**src/rtl/alu_share_arbiter.sv**
```systemverilog
// Round-robin arbiter that time-shares one combinational ALU between two valid/ready requesters.
// Only one transaction is in flight at a time. Operands, op select and results are registered.
module alu_share_arbiter #(
    parameter int WIDTH = 32,
    parameter int SEL_W = 5
) (
    input  logic             clk,
    input  logic             rst_n,
    input  logic             req0_valid,
    output logic             req0_ready,
    input  logic [WIDTH-1:0] req0_op1,
    input  logic [WIDTH-1:0] req0_op2,
    input  logic [SEL_W-1:0] req0_sel,
    input  logic             req1_valid,
    output logic             req1_ready,
    input  logic [WIDTH-1:0] req1_op1,
    input  logic [WIDTH-1:0] req1_op2,
    input  logic [SEL_W-1:0] req1_sel,
    output logic [WIDTH-1:0] alu_op1,
    output logic [WIDTH-1:0] alu_op2,
    output logic [SEL_W-1:0] alu_sel,
    input  logic [WIDTH-1:0] alu_res,
    output logic             rsp0_valid,
    input  logic             rsp0_ready,
    output logic [WIDTH-1:0] rsp0_res,
    output logic             rsp1_valid,
    input  logic             rsp1_ready,
    output logic [WIDTH-1:0] rsp1_res
);

    typedef enum logic [1:0] {
        IDLE = 2'd0,
        EXEC = 2'd1,
        RESP = 2'd2
    } state_t;

    state_t           state_q, state_d;
    logic [WIDTH-1:0] alu_op1_q, alu_op1_d;
    logic [WIDTH-1:0] alu_op2_q, alu_op2_d;
    logic [SEL_W-1:0] alu_sel_q, alu_sel_d;
    logic             rsp0_valid_q, rsp0_valid_d;
    logic             rsp1_valid_q, rsp1_valid_d;
    logic [WIDTH-1:0] rsp0_res_q, rsp0_res_d;
    logic [WIDTH-1:0] rsp1_res_q, rsp1_res_d;
    logic             owner_q, owner_d;
    logic             last_grant_q, last_grant_d;

    logic grant_valid;
    logic grant_port;
    logic accept;
    logic rsp_handshake;

    // On contention the port that did not win last time gets the grant.
    always_comb begin
        grant_valid = req0_valid | req1_valid;
        grant_port  = (req0_valid && req1_valid) ? ~last_grant_q : req1_valid;
        accept      = (state_q == IDLE) && grant_valid;
        rsp_handshake = owner_q ? (rsp1_valid_q && rsp1_ready)
                                : (rsp0_valid_q && rsp0_ready);
    end

    always_ff @(posedge clk or negedge rst_n) begin
        if (!rst_n) begin
            state_q <= IDLE;
        end else begin
            state_q <= state_d;
        end
    end

    always_comb begin
        state_d = state_q;
        case (state_q)
            IDLE:    if (accept) state_d = EXEC;
            EXEC:    state_d = RESP;
            RESP:    if (rsp_handshake) state_d = IDLE;
            default: state_d = IDLE;
        endcase
    end

    always_comb begin
        req0_ready = (state_q == IDLE) && grant_valid && !grant_port;
        req1_ready = (state_q == IDLE) && grant_valid &&  grant_port;
    end

    always_comb begin
        alu_op1_d    = alu_op1_q;
        alu_op2_d    = alu_op2_q;
        alu_sel_d    = alu_sel_q;
        owner_d      = owner_q;
        last_grant_d = last_grant_q;
        rsp0_valid_d = rsp0_valid_q;
        rsp1_valid_d = rsp1_valid_q;
        rsp0_res_d   = rsp0_res_q;
        rsp1_res_d   = rsp1_res_q;
        case (state_q)
            IDLE: begin
                if (accept) begin
                    alu_op1_d    = grant_port ? req1_op1 : req0_op1;
                    alu_op2_d    = grant_port ? req1_op2 : req0_op2;
                    alu_sel_d    = grant_port ? req1_sel : req0_sel;
                    owner_d      = grant_port;
                    last_grant_d = grant_port;
                end
            end
            EXEC: begin
                if (owner_q) begin
                    rsp1_res_d   = alu_res;
                    rsp1_valid_d = 1'b1;
                end else begin
                    rsp0_res_d   = alu_res;
                    rsp0_valid_d = 1'b1;
                end
            end
            RESP: begin
                if (rsp_handshake) begin
                    rsp0_valid_d = 1'b0;
                    rsp1_valid_d = 1'b0;
                end
            end
            default: ;
        endcase
    end

    // last_grant resets to 1 so that port 0 wins the first contention.
    always_ff @(posedge clk or negedge rst_n) begin
        if (!rst_n) begin
            alu_op1_q    <= '0;
            alu_op2_q    <= '0;
            alu_sel_q    <= '0;
            owner_q      <= 1'b0;
            last_grant_q <= 1'b1;
            rsp0_valid_q <= 1'b0;
            rsp1_valid_q <= 1'b0;
            rsp0_res_q   <= '0;
            rsp1_res_q   <= '0;
        end else begin
            alu_op1_q    <= alu_op1_d;
            alu_op2_q    <= alu_op2_d;
            alu_sel_q    <= alu_sel_d;
            owner_q      <= owner_d;
            last_grant_q <= last_grant_d;
            rsp0_valid_q <= rsp0_valid_d;
            rsp1_valid_q <= rsp1_valid_d;
            rsp0_res_q   <= rsp0_res_d;
            rsp1_res_q   <= rsp1_res_d;
        end
    end

    assign alu_op1    = alu_op1_q;
    assign alu_op2    = alu_op2_q;
    assign alu_sel    = alu_sel_q;
    assign rsp0_valid = rsp0_valid_q;
    assign rsp1_valid = rsp1_valid_q;
    assign rsp0_res   = rsp0_res_q;
    assign rsp1_res   = rsp1_res_q;

endmodule

```
**config.mk**
```make
export PLATFORM = sky130hd
export DESIGN_NAME = alu_share_arbiter
export DESIGN_NICKNAME = d
export VERILOG_FILES = /design/src/rtl/alu_share_arbiter.sv
export SDC_FILE = /design/constraint.sdc
export NUM_CORES = 1
export LEC_CHECK = 0
export BUFFER_PORTS_ARGS = -buffer_cell sky130_fd_sc_hd__buf_2
export CAP_MARGIN = 10
export CORE_MARGIN = 4
export CORE_UTILIZATION = 45
export CTS_CLUSTER_SIZE = 25
export DETAILED_ROUTE_END_ITERATION = 6
export PLACE_DENSITY = 0.81
export REMOVE_ABC_BUFFERS = 1
export SYNTH_ARGS = -nofsm -noshare
export SYNTH_HDL_FRONTEND = slang
export SYNTH_SLANG_ARGS = --single-unit
```
**constraint.sdc**
```tcl
create_clock -name clk -period 1.95 [get_ports clk]
set_input_delay 0.39 -clock clk [delete_from_list [all_inputs] [get_ports clk]]
set_output_delay 0.39 -clock clk [all_outputs]
set_load 0.01 [all_outputs]
```
==> impl_metrics.tcl <==
set metrics [dict create \
    run_status "completed" \
    core_area_um2 12200 \
    drv_cap 0 \
    clockRootBuffer "clkbuf_16" \
    yosys_warnings 0 \
    finalCritPeriodShare_pct 93.4 \
    finClkSkew_ns 0.0102 \
    ys_seq_elements 139 \
    grt_max_degree 47 \
    fillCellCount 922 \
    synthMuxAreaShare_pct 12.6 \
    io_pins 313 \
    synth_cells 404 \
    r2r-start "state_q[0]" \
    worst_slew_pin_slew_ns 1.09 \
    row_count 40 \
    crit_type "flop to primary output" \
    antenna_found_initial 5 \
    die_area_um2 14600 \
    worst_skew_pair.late_latency_ns 0.41 \
    cts_tree "done" \
    nets 893 \
    power.density_nw_per_um2 1810 \
    synth_xor_area_share_pct 0 \
    htreeDepth 4 \
    syn_avg_cell_area_um2 14.1 \
    end_kind "primary output" \
    portBuffers 312 \
    synth-async-reset-ratio_pct 100 \
    grtUsageTotal_pct 25.1 \
    initial_core_util_pct 46.8 \
    first_pass_iters 5 \
    start_kind "flop" \
    ys_types 20 \
    first_global_vias 5280 \
    wire_per_inst_um 20.6 \
    hold_class "input port to flop" \
    crit_buf_inv 1 \
    rsz0062_at_grt "false" \
    worstHoldStart "req0_op1[4]" \
    final_hold_viol_count 0 \
    crit_required_ns 1.56 \
    synth-main-ff-cell "dfrtp_1" \
    gp_congestion 0.934 \
    crit_path_cell_trace "nor2_1, and3_4, buf_2" \
    die_w_um 121 \
    grt_pass1_wl_um 28400 \
    drc 0 \
    p_total_mw 14.8 \
    startpoint "state_q[0]" \
    synth.yosys.seq_area_share_pct 60.9 \
    die_h_um 121 \
    vias 5001 \
    via_per_inst 5.56 \
    critical_path.slowest_cell "dfrtp_1" \
    power_leakage_nw 4.07 \
    yosysTopAreaCellShare_pct 60.4 \
    setup-tns-final_ns 0 \
    cpLargestDelayFamily "flip-flops" \
    synth-simple-area-share_pct 1.29 \
    post-route-util_pct 67.1 \
    synth_commonest_cells "dfrtp_1 (138), a221o_1 (69), o21a_1 (69)" \
    synth_compound_area_share_pct 22.0 \
    synth.most_common_cell "dfrtp_1" \
    synth_fa_ha_area_share_pct 0 \
    synth_area_leaders "dfrtp_1 (60%), mux2_2 (13%), a221o_1 (12%), o21a_1 (9.1%), clkbuf_1 (1.5%)" \
    cts_buffer_depth 2 \
    tritoncts.num_buffers 17 \
    syn_to_final_growth_pct 43.4 \
    slew_violations 0 \
    ant_nets 0 \
    hpwl_um 13700 \
    period_minus_slack_ns 1.82 \
    path_clk_slew_ns 0.06 \
    wl_um 18500 \
    relSlewSlack_pct 26.9 \
    first_iter_violations 336 \
    synth_top_family_by_area "compound AO/OA/AOI/OAI gates" \
    yosysTopAreaCell "dfrtp_1" \
    synth-edff-count 0 \
    setup_viol 0 \
    cp_max_fo 8 \
    grt_overflow 0 \
    syn_area_um2 5720 \
    drive_gt1_share_pct 58.9 \
    clkSinkCount 139 \
    max_clock_freq_mhz 549 \
    ir_drop_uv 850 \
    max_stage_delay_ns 0.44 \
    arrival_ns 1.43 \
]
[sequential cells by signal, indices dropped and copies added (netlist names)]
name	flops
rsp1_res	32
state_q	2
rsp0_valid	1
rsp0_res	32
owner_q	1
alu_op1	32
alu_op2	32
last_grant_q	1
rsp1_valid	1
alu_sel	5
[kinds of logic after synthesis]
family | Yosys count
flops | 139
buf+inv | 39
compound gates | 147
simple gates | 15
mux | 64
[cell usage in the layout (no fill, tap or decap), types with 2 or more instances in the layout]
master,n
a21o_1,2
nand2b_1,3
nand3_1,2
and3_4,2
nor2_1,3
bufinv_16,4
buf_2,311
dfrtp_1,138
o21ai_0,3
clkbuf_1,2
mux2_2,64
inv_6,3
diode_2,2
buf_12,6
inv_1,2
a221o_1,69
a21oi_1,3
buf_4,12
clkinvlp_4,4
nand2_1,2
clkbuf_16,17
o21a_1,69
[final timing paths]
path,endpoint,slack (ns),cells past startpoint
worst max-delay path,req1_ready,0.13,3
worst min-delay path,alu_op1[4],0.20,2
worst max register to register,alu_op2[24],0.25,4
worst min register to register,rsp1_res[14],0.50,1
max in group asynchronous,rsp0_res[17],0.85,3
min in group asynchronous,alu_op1[8],0.50,2
[per-stage QoR]
step / instance area [um^2] / setup WS, ns / hold slack [ns] / std cells
after floorplan: 5540 / -1.01 / 0.0944 / 367
after global placement: 7530 / 0.0112 / 0.332 / 863
after detailed placement: 7530 / -0.0839 / 0.341 / 863
after CTS: 8190 / 0.121 / 0.182 / 898
after global routing: 8200 / 0.0409 / 0.191 / 900
final: 8200 / 0.128 / 0.205 / 900
[where the power goes]
part	switching, mW	leakage [nW]	total [mW]	internal (mW)
Clock	1.24	0.294	3.43	2.19
Sequential	0.862	1.67	5.22	4.36
Combinational	3.02	2.10	6.17	3.15
Total	5.12	4.07	14.8	9.69
[metal layers]
metal / vias to the layer above / GRT usage [%] / part of all wire, %
li1: 2195 / - / -
met1: 2469 / 29.9 / 37
met2: 287 / 41.6 / 50
met3: 44 / 9.03 / 11
met4: 6 / 9.63 / 2.1
met5: - / 0 / 0.18
[repair_timing]
action | 4_1_cts | 5_1_grt
endpoints found under the hold margin | 37 | 0
resized for setup | 2 | 0
setup endpoints to repair | 2 | 0
hold buffers | 1 | 0
setup buffers | 2 | 0
[cell type report]
type                    instances  area [um^2]  area share [%]
clock buffers                  20          447            5.45
inverters                       2         7.51          0.0916
diodes                          2         5.00          0.0611
clock inverters                12          185            2.26
repair buffers                331         1790            21.8
well taps                     168          210            2.56
flip-flops and latches        139         3480            42.5
multi-input cells             226         2070            25.3
No activity file was read; power rests on OpenSTA's default activity.
